**config.mk**
```make
export PLATFORM = sky130hd
export DESIGN_NAME = axis_hist_gen
export DESIGN_NICKNAME = d
export VERILOG_FILES = /design/src/rtl/axis_hist_gen.sv
export SDC_FILE = /design/constraint.sdc
export NUM_CORES = 1
export LEC_CHECK = 0
export ABC_AREA = 1
export BUFFER_PORTS_ARGS = -buffer_cell sky130_fd_sc_hd__buf_2
export CAP_MARGIN = 20
export CORE_MARGIN = 3
export CORE_UTILIZATION = 45
export CTS_CLUSTER_DIAMETER = 100
export DETAILED_ROUTE_END_ITERATION = 10
export SYNTH_ARGS = -nofsm -noshare
export SYNTH_HDL_FRONTEND = slang
export SYNTH_SLANG_ARGS = --single-unit
```
**constraint.sdc**
```tcl
create_clock -name aclk -period 3.05 [get_ports aclk]
set_input_delay 0.1525 -clock aclk [delete_from_list [all_inputs] [get_ports aclk]]
set_output_delay 0.1525 -clock aclk [all_outputs]
set_load 0.02 [all_outputs]
```
**src/rtl/axis_hist_gen.sv**
```systemverilog
// rtl/axis_hist_gen.sv - streaming histogram: tags each sample with its bin count, dumps all bins on request.
// Optional build macro HIST_SAT_EN: counters saturate instead of wrapping.
module axis_hist_gen #(
   parameter int DATA_W        = 8,
   parameter int BIN_BITS      = 3,
   parameter int COUNT_W       = 16,
   parameter int CLEAR_ON_DUMP = 0
) (
   input  logic              aclk,
   input  logic              areset,
   input  logic [DATA_W-1:0] s_axis_tdata,
   input  logic              s_axis_tvalid,
   output logic              s_axis_tready,
   output logic [31:0]       m_axis_tdata,
   output logic              m_axis_tvalid,
   input  logic              m_axis_tready,
   output logic              m_axis_tlast,
   input  logic              dump_req,
   input  logic              clear_req,
   output logic              busy,
   output logic              overflow
);

   localparam int NUM_BINS = 1 << BIN_BITS;
   localparam logic [COUNT_W-1:0] CNT_MAX = {COUNT_W{1'b1}};
   // Tag count field is halfword-aligned when {bin,value} fits below bit 16; bits above bit 29 are dropped.
   localparam int TAG_CNT_LSB  = (DATA_W + BIN_BITS <= 16) ? 16 : DATA_W + BIN_BITS;
   localparam int TAG_CNT_ROOM = 30 - TAG_CNT_LSB;
   localparam int TAG_CNT_W    = (COUNT_W < TAG_CNT_ROOM) ? COUNT_W : TAG_CNT_ROOM;
   localparam logic [BIN_BITS:0] IDX_END  = (BIN_BITS+1)'(NUM_BINS);
   localparam logic [BIN_BITS:0] IDX_LAST = (BIN_BITS+1)'(NUM_BINS - 1);

   generate
      if (DATA_W < 4 || DATA_W > 16 || BIN_BITS < 1 || BIN_BITS > 5 || COUNT_W < 1 ||
          DATA_W + BIN_BITS + COUNT_W > 30) begin : g_bad_cfg
         $fatal(1, "axis_hist_gen: unsupported parameter combination");
      end
   endgenerate

   typedef enum logic [1:0] {
      ST_RUN,
      ST_DRAIN,
      ST_DUMP
   } state_t;

   state_t              state_q, state_d;
   logic [COUNT_W-1:0]  bins_q [NUM_BINS];
   logic [COUNT_W-1:0]  bins_d [NUM_BINS];
   logic [31:0]         out_data_q, out_data_d;
   logic                out_valid_q, out_valid_d;
   logic                out_last_q, out_last_d;
   logic [BIN_BITS:0]   dump_idx_q, dump_idx_d;
   logic                overflow_q, overflow_d;

   logic [BIN_BITS-1:0] in_bin;
   logic [COUNT_W-1:0]  in_cnt;
   logic [COUNT_W-1:0]  inc_cnt;
   logic                inc_wrap;
   logic                out_fire;
   logic                out_free;
   logic                accept;
   logic [BIN_BITS-1:0] dump_bin;
   logic [BIN_BITS-1:0] sent_bin;
   logic [31:0]         tag_word;
   logic [31:0]         dump_word;

   assign in_bin   = s_axis_tdata[DATA_W-1 -: BIN_BITS];
   assign in_cnt   = bins_q[in_bin];
   assign inc_wrap = (in_cnt == CNT_MAX);
`ifdef HIST_SAT_EN
   assign inc_cnt  = inc_wrap ? CNT_MAX : in_cnt + 1'b1;
`else
   assign inc_cnt  = in_cnt + 1'b1;
`endif

   assign out_fire      = out_valid_q && m_axis_tready;
   assign out_free      = !out_valid_q || m_axis_tready;
   assign s_axis_tready = (state_q == ST_RUN) && !clear_req && out_free;
   assign accept        = s_axis_tvalid && s_axis_tready;

   assign dump_bin = dump_idx_q[BIN_BITS-1:0];
   // While in DUMP the output register always holds the bin one behind the load index.
   assign sent_bin = dump_bin - 1'b1;

   always_comb begin
      tag_word = '0;
      tag_word[31:30] = 2'b01;
      tag_word[TAG_CNT_LSB +: TAG_CNT_W] = inc_cnt[TAG_CNT_W-1:0];
      tag_word[DATA_W +: BIN_BITS] = in_bin;
      tag_word[DATA_W-1:0] = s_axis_tdata;
   end

   always_comb begin
      dump_word = '0;
      dump_word[31:30] = 2'b10;
      dump_word[COUNT_W +: BIN_BITS] = dump_bin;
      dump_word[COUNT_W-1:0] = bins_q[dump_bin];
   end

   always_comb begin
      state_d     = state_q;
      bins_d      = bins_q;
      out_data_d  = out_data_q;
      out_valid_d = out_valid_q;
      out_last_d  = out_last_q;
      dump_idx_d  = dump_idx_q;
      overflow_d  = overflow_q;

      case (state_q)
         ST_RUN: begin
            dump_idx_d = '0;
            if (dump_req) begin
               state_d = ST_DRAIN;
            end else if (clear_req) begin
               for (int i = 0; i < NUM_BINS; i++) begin
                  bins_d[i] = '0;
               end
               overflow_d = 1'b0;
            end
            if (accept) begin
               bins_d[in_bin] = inc_cnt;
               if (inc_wrap) begin
                  overflow_d = 1'b1;
               end
               out_data_d  = tag_word;
               out_valid_d = 1'b1;
               out_last_d  = 1'b1;
            end else if (out_fire) begin
               out_valid_d = 1'b0;
            end
         end

         ST_DRAIN: begin
            if (out_fire) begin
               out_valid_d = 1'b0;
            end
            if (!out_valid_q) begin
               state_d = ST_DUMP;
            end
         end

         ST_DUMP: begin
            if (out_fire && (CLEAR_ON_DUMP != 0)) begin
               bins_d[sent_bin] = '0;
            end
            if (out_free && (dump_idx_q != IDX_END)) begin
               out_data_d  = dump_word;
               out_valid_d = 1'b1;
               out_last_d  = (dump_idx_q == IDX_LAST);
               dump_idx_d  = dump_idx_q + 1'b1;
            end else if (out_fire) begin
               out_valid_d = 1'b0;
               if (out_last_q) begin
                  out_last_d = 1'b0;
                  state_d    = ST_RUN;
               end
            end
         end

         default: begin
            state_d = ST_RUN;
         end
      endcase
   end

   always_ff @(posedge aclk) begin
      if (areset) begin
         state_q     <= ST_RUN;
         for (int i = 0; i < NUM_BINS; i++) begin
            bins_q[i] <= '0;
         end
         out_data_q  <= '0;
         out_valid_q <= 1'b0;
         out_last_q  <= 1'b0;
         dump_idx_q  <= '0;
         overflow_q  <= 1'b0;
      end else begin
         state_q     <= state_d;
         bins_q      <= bins_d;
         out_data_q  <= out_data_d;
         out_valid_q <= out_valid_d;
         out_last_q  <= out_last_d;
         dump_idx_q  <= dump_idx_d;
         overflow_q  <= overflow_d;
      end
   end

   assign m_axis_tdata  = out_data_q;
   assign m_axis_tvalid = out_valid_q;
   assign m_axis_tlast  = out_last_q;
   assign busy          = (state_q != ST_RUN);
   assign overflow      = overflow_q;

endmodule

```
* Word level (Yosys, flattened, before mapping)
Index checks and enable logic that the tools add are counted. Widths: inputs -> output; s select.
Cells by class: reduce and logical (&&, ||, !) cells 17, add/subtract/negate cells 2, bitwise operators 2, multiplexer cells 36, magnitude comparators 3, equal/unequal tests 13
Operators with widths (count):
- $mux 128 | 4
- $bwmux 128 | 1
- $bmux 16 s3 | 2
- $mux 16 | 5
- $mux 32 | 2
- $pmux 32 s2 | 1
- $demux 16 s3 | 1
- $add 16x1->16 const B | 1
- $eq 16x16->1 const B | 1
- $ne 2x2->1 const B | 7
- $mux 1 | 10
- $mux 2 | 5
- $ge 4x4->1 const B | 2
- $not 3->4 | 2
- $pmux 4 s2 | 1
- $logic_and 1x1->1 | 6
- $pmux 2 s3 | 1
- $reduce_and 3->1 | 2
- $reduce_and 5->1 | 1
- $add 4x1->4 const B | 1
- $eq 4x3->1 const B | 1
- $lt 4x1->1 const B | 1
- $mux 4 | 1
- $ne 4x4->1 const B | 1
- 11 further kinds | 13
Word-level totals: word-level logic and storage cells 87, register bits after elaboration 169

* Logic depth before layout (Yosys ltp)
depth after elaboration 7, gate-level depth with buffers 19, mapped depth without buffers 16

* Worst setup path before layout
OpenSTA, ideal clock, no wires.
path kind reg-to-reg, start point register state_q[1], end point register bins_q[40] (netlist bit), arrival 1942 ps, stages on the path, launching flop included 13, path slack 988 ps, cell sequence dfxtp_1 -> nor2_1 -> inv_1 -> nor3_2 -> nand2_2 -> nor3_2 -> inv_1 -> nand2_1 -> inv_1 -> nand2_1 -> nand2_1 -> inv_1 -> a21oi_1
On the way: word-level cells in the longest chain between the ends 5
Ends and longest elaborated chain:
- start, declared | RTL line 46 | state_t state_q, state_d;
- start signal, assigned | RTL line 178 | state_q <= state_d;
- $logic_not 2->1 | RTL line 78 | assign s_axis_tready = (state_q == ST_RUN) && !clear_req && out_free;
- $logic_and 1x1->1 (2 in a row) | RTL line 78
- named net s_axis_tready | RTL line 13 | output logic s_axis_tready,
- $logic_and 1x1->1 | RTL line 79 | assign accept = s_axis_tvalid && s_axis_tready;
- $mux 128 | RTL line 120 | if (accept) begin
- end signal, assigned | RTL line 179 | bins_q <= bins_d;
- end, declared | RTL line 47 | logic [COUNT_W-1:0] bins_q [NUM_BINS];
The timed path passes the listed nets, and every way through them passes these cells. A chain may end at the register's enable or synchronous reset.

* Final worst setup path
start point register out_valid_q (netlist: m_axis_tvalid), end point register bins_q[5] (netlist bit)
On the way: word-level cells in the longest chain between the ends 5
Ends and longest elaborated chain:
- start, declared | RTL line 50 | logic out_valid_q, out_valid_d;
- start signal, assigned | RTL line 181 | out_valid_q <= out_valid_d;
- $logic_not 1->1
- $logic_or 1x1->1 | RTL line 77 | assign out_free = !out_valid_q || m_axis_tready;
- $logic_and 1x1->1 | RTL line 78
- $logic_and 1x1->1 | RTL line 79
- $mux 128 | RTL line 120
Every way passes these cells.

==> impl_results.html <==
<table>
<tr><th>Metric</th><th>Value</th></tr>
<tr><th colspan="2">Clock network</th></tr>
<tr><td>Clock latency at the later pin of the worst-skew pair</td><td>0.45 ns</td></tr>
<tr><td>Cell chosen for the clock root</td><td>sky130_fd_sc_hd__clkbuf_16</td></tr>
<tr><td>Clock transition at the register clock pins on the worst setup and hold paths after CTS</td><td>0.08 ns</td></tr>
<tr><td>Maximum buffer depth of the clock tree</td><td>2</td></tr>
<tr><td>H-Tree Depth</td><td>4</td></tr>
<tr><td>Number of buffers created by CTS</td><td>17</td></tr>
<tr><td>CTS sink count</td><td>169</td></tr>
<tr><td>TritonCTS clock tree</td><td>done</td></tr>
<tr><td>Post-CTS Setup Repair Bufs</td><td>0</td></tr>
<tr><th colspan="2">Setup path</th></tr>
<tr><td>Library cell contributing the largest single delay on the critical path</td><td>sky130_fd_sc_hd__inv_2</td></tr>
<tr><td>CP Data Arrival Time</td><td>3.01 ns</td></tr>
<tr><td>Critical path launch point type</td><td>register</td></tr>
<tr><td>Top fanout value on the critical path</td><td>16</td></tr>
<tr><td>Crit Reg-Reg Endpoint</td><td>bins_q[5]</td></tr>
<tr><td>Number of cells on the worst reg-to-reg path</td><td>13</td></tr>
<tr><td>Worst path max stage delay</td><td>0.52 ns</td></tr>
<tr><td>Critical path startpoint</td><td>m_axis_tvalid</td></tr>
<tr><td>Type of destination of the critical path</td><td>register</td></tr>
<tr><td>Cell-by-cell trace of the critical path</td><td>inv_1, nor2_1, nor3_2, nand2_2, inv_2, nand2_1, inv_2, nor2_1, buf_4, nand2_1, o21ai_0, nand2_1, nand2_1</td></tr>
<tr><td>Data required time at the worst endpoint</td><td>3.40 ns</td></tr>
<tr><td>Startpoint of the worst register-to-register path</td><td>m_axis_tvalid</td></tr>
<tr><td>Slack of the worst reg-to-reg path</td><td>0.39 ns</td></tr>
<tr><td>Crit Path Category</td><td>register to register</td></tr>
<tr><td>Cell repeated most along the worst path</td><td>sky130_fd_sc_hd__nand2_1</td></tr>
<tr><th colspan="2">Layout</th></tr>
<tr><td>Final std cell area, no fill</td><td>11,300 um^2</td></tr>
<tr><td>Final nets</td><td>1,687</td></tr>
<tr><td>Count of fill cells added during filler insertion</td><td>2,301</td></tr>
<tr><td>Register Area</td><td>3380 um^2</td></tr>
<tr><td>Synth-to-Final Area Change</td><td>11.4%</td></tr>
<tr><td>Final core occ</td><td>0.513</td></tr>
<tr><td>Layout Cells excl Fill</td><td>1,963</td></tr>
<tr><td>ANT cells</td><td>0</td></tr>
<tr><td>Share of cells above drive strength 1</td><td>0.103</td></tr>
<tr><td>Area used by multi-input combinational logic</td><td>5710 um^2</td></tr>
<tr><th colspan="2">Placement</th></tr>
<tr><td>HPWL after detailed placement</td><td>27,100 um</td></tr>
<tr><td>DP Area</td><td>10,600 um^2</td></tr>
<tr><td>Routability cong.</td><td>0.938</td></tr>
<tr><td>Count of buffers from port buffering</td><td>50</td></tr>
<tr><td>Cell count after placement</td><td>1,928</td></tr>
<tr><th colspan="2">Die</th></tr>
<tr><td>Number of rows created at floorplan</td><td>54</td></tr>
<tr><td>Area of the core</td><td>22,000 um^2</td></tr>
<tr><td>Area of the die</td><td>24,300 um^2</td></tr>
<tr><td>Number of I/O pins</td><td>51</td></tr>
<tr><td>Horizontal die dimension</td><td>156 um</td></tr>
<tr><td>Effective utilization at floorplan</td><td>0.460</td></tr>
<tr><td>Height of the chip</td><td>156 um</td></tr>
<tr><th colspan="2">GRT</th></tr>
<tr><td>Global route overflow</td><td>0</td></tr>
<tr><td>Vias in the first global route</td><td>10.5k</td></tr>
<tr><td>GRT Util Overall</td><td>0.340</td></tr>
<tr><td>Met2 Use GR</td><td>0.501</td></tr>
<tr><td>Largest net degree at the start of global routing</td><td>75</td></tr>
<tr><td>Wire length of the first global-routing pass</td><td>63,400 um</td></tr>
<tr><td>Antenna violations before repair</td><td>1</td></tr>
<tr><td>GR met1 Demand/Resource</td><td>0.469</td></tr>
<tr><td>Met3 usage in global routing</td><td>0.0852</td></tr>
<tr><td>Peak-usage layer in the global routing report</td><td>met2</td></tr>
<tr><th colspan="2">Route</th></tr>
<tr><td>Iteration count of the initial detailed-routing pass</td><td>7</td></tr>
<tr><td>DRT iter0 DRCs</td><td>1,458</td></tr>
<tr><td>Count of unresolved DRC violations after routing</td><td>0</td></tr>
<tr><td>Routed Antenna Nets</td><td>0</td></tr>
<tr><td>Detail-routed via count per cell</td><td>5.93</td></tr>
<tr><td>Routed Wire Length</td><td>41,700 um</td></tr>
<tr><td>DR WL/cell</td><td>21.2 um</td></tr>
<tr><td>Via count</td><td>11.6k</td></tr>
<tr><th colspan="2">Timing</th></tr>
<tr><td>Unrepaired setup endpoints after global routing</td><td>false</td></tr>
<tr><td>Max transition margin</td><td>0.444</td></tr>
<tr><td>Slew Viols, Final</td><td>0</td></tr>
<tr><td>Post-route setup TNS</td><td>0 ns</td></tr>
<tr><td>Minimum clock period</td><td>2.66 ns</td></tr>
<tr><td>Maximum clock skew at final layout</td><td>0.0119 ns</td></tr>
<tr><td>Final count of negative-setup-slack endpoints</td><td>0</td></tr>
<tr><td>Fmax</td><td>376 MHz</td></tr>
<tr><td>Final hold vios</td><td>0</td></tr>
<tr><td>Period utilization</td><td>0.872</td></tr>
<tr><td>Tightest Pin Transition</td><td>0.835 ns</td></tr>
<tr><th colspan="2">Yosys</th></tr>
<tr><td>Synth async-reset ratio</td><td>0</td></tr>
<tr><td>Post-synth top flop</td><td>sky130_fd_sc_hd__dfxtp_1</td></tr>
<tr><td>Cell variety after synth</td><td>37</td></tr>
<tr><td>Count of warnings emitted by yosys</td><td>0</td></tr>
<tr><td>Netlist area before placement</td><td>10,100 um^2</td></tr>
<tr><td>Top post-synthesis cells by count</td><td>517 x sky130_fd_sc_hd__nand2_1, 224 x sky130_fd_sc_hd__a21oi_1, 186 x sky130_fd_sc_hd__o21ai_0, 169 x sky130_fd_sc_hd__dfxtp_1, 143 x sky130_fd_sc_hd__nand3_1</td></tr>
<tr><td>Dominant cell type by area after synthesis</td><td>sky130_fd_sc_hd__dfxtp_1</td></tr>
<tr><td>Fraction of synthesized cell area in xor and xnor cells</td><td>0.000866</td></tr>
<tr><td>Combinational family with the most area after synthesis</td><td>simple AND/OR/NAND/NOR gates</td></tr>
<tr><td>Number of instances in the synthesized netlist</td><td>1,646</td></tr>
<tr><td>Mapped Nets</td><td>1,663</td></tr>
<tr><td>Post-Synth Adder-Cell Area</td><td>0.00371</td></tr>
<tr><td>Area fraction of the dominant cell type after synthesis</td><td>0.335</td></tr>
<tr><td>Number of flops mapped to enable cells by yosys</td><td>0</td></tr>
<tr><td>Area share of and/or/nand/nor cells after synthesis</td><td>0.322</td></tr>
<tr><td>Compound-gate portion of the synthesized area</td><td>0.238</td></tr>
<tr><td>Fraction of synthesized area in multiplexers</td><td>0</td></tr>
<tr><td>Average cell area after synthesis</td><td>6.14 um^2</td></tr>
<tr><td>Area contributors post-synth</td><td>sky130_fd_sc_hd__dfxtp_1 33%, sky130_fd_sc_hd__nand2_1 19%, sky130_fd_sc_hd__a21oi_1 11%</td></tr>
<tr><td>FF+latch count, synth</td><td>169</td></tr>
<tr><td>Share of the yosys chip area belonging to registers</td><td>0.335</td></tr>
<tr><td>Most common cell in the netlist</td><td>sky130_fd_sc_hd__nand2_1</td></tr>
<tr><th colspan="2">Worst hold path</th></tr>
<tr><td>Hold Path Origin</td><td>s_axis_tdata[4]</td></tr>
<tr><td>Hold Crit Depth</td><td>3</td></tr>
<tr><td>Kind of path behind the tightest hold check</td><td>primary input to register</td></tr>
<tr><td>Hold EP</td><td>m_axis_tdata[4]</td></tr>
<tr><th colspan="2">Power</th></tr>
<tr><td>Peak supply drop</td><td>0.862 mV</td></tr>
<tr><td>Static Leak</td><td>0.00464 uW</td></tr>
<tr><td>Power density normalized to cell area</td><td>774 nW/um^2</td></tr>
<tr><th colspan="2">Flow run</th></tr>
<tr><td>Number of max-cap violations</td><td>0</td></tr>
<tr><th colspan="2">Outcome</th></tr>
<tr><td>Status</td><td>finished clean</td></tr>
</table>
[through the flow]
stage / hold slack [ns] / power (uW) / setup slack (ns)
2_1_floorplan: 0.344 / 5270 / 0.988
3_3_place_gp: 0.449 / 6410 / 0.378
3_5_place_dp: 0.450 / 6440 / 0.331
4_1_cts: 0.000627 / 8630 / 0.471
5_1_grt: 0.0166 / 9210 / 0.277
6_report: 0.000718 / 8710 / 0.390
[where the power goes]
group / switching [uW] / internal [uW]
sequential: 355 / 2640
clock: 1110 / 1090
combinational: 2540 / 978
[state kept, by name (all words and copies together), names as in the netlist]
register       count
state_q            2
m_axis_tvalid      1
m_axis_tlast       1
overflow           1
m_axis_tdata      32
dump_idx_q         4
bins_q           128
[metal layers]
metal | share of wire | up-vias
li1 | - | 5483
met1 | 0.42 | 5300
met2 | 0.42 | 713
met3 | 0.12 | 140
met4 | 0.045 | 2
met5 | 0.00034 | -
[layout make-up]
class | instances | share of cell area
multi-input cells | 1234 | 0.507
flip-flops and latches | 169 | 0.300
repair buffers | 104 | 0.0611
inverters | 144 | 0.0484
clock buffers | 17 | 0.0378
well taps | 280 | 0.0311
clock inverters | 15 | 0.0141
[logic make-up (layout without fill, tap and decap cells)]
logic type	after synthesis	after routing
fa+ha+maj	3	3
flops	169	169
compound gates	458	458
xor+xnor	1	1
simple gates	772	772
buf+inv	243	280
[critical path, delay by kind of cell (launching register included)]
family,cells,cell delay (ns)
AND/OR/NAND/NOR,8,1.00
AO/OA/AOI/OAI,1,0.07
buffers and inverters,4,1.11
flip-flops,1,0.36
[cells in the final DEF (no fill, tap or decap), types with 6 or more instances in the layout]
| cell | n |
|---|---|
| sky130_fd_sc_hd__nand2_2 | 7 |
| sky130_fd_sc_hd__buf_4 | 49 |
| sky130_fd_sc_hd__nor2_4 | 7 |
| sky130_fd_sc_hd__o21ai_0 | 186 |
| sky130_fd_sc_hd__dfxtp_1 | 168 |
| sky130_fd_sc_hd__nand2_1 | 517 |
| sky130_fd_sc_hd__clkinv_1 | 7 |
| sky130_fd_sc_hd__nor2_2 | 6 |
| sky130_fd_sc_hd__inv_1 | 129 |
| sky130_fd_sc_hd__nand4_1 | 8 |
| sky130_fd_sc_hd__nand3_1 | 143 |
| sky130_fd_sc_hd__o22ai_1 | 9 |
| sky130_fd_sc_hd__o211ai_1 | 18 |
| sky130_fd_sc_hd__nand3_2 | 7 |
| sky130_fd_sc_hd__a41oi_1 | 11 |
| sky130_fd_sc_hd__buf_2 | 50 |
| sky130_fd_sc_hd__inv_2 | 7 |
| sky130_fd_sc_hd__nor2_1 | 70 |
| sky130_fd_sc_hd__a21oi_1 | 224 |
| sky130_fd_sc_hd__clkbuf_16 | 17 |
[worst max-delay path by stage]
stage,endpoint,slack [ns],cells after the start
floorplan,bins_q[40],0.99,12
global placement,m_axis_tdata[25],0.38,13
detailed placement,m_axis_tdata[29],0.33,12
CTS,bins_q[5],0.47,13
global route,bins_q[5],0.28,13
finish,bins_q[5],0.39,13
[timing repair]
item | 4_1_cts | 5_1_grt
hold buffers | 3 | 0
hold endpoints to repair | 4 | 0
gates resized for setup | 0 | 0
setup endpoints to repair | 0 | 0
Note: power is estimated with default switching activity, not from simulation.
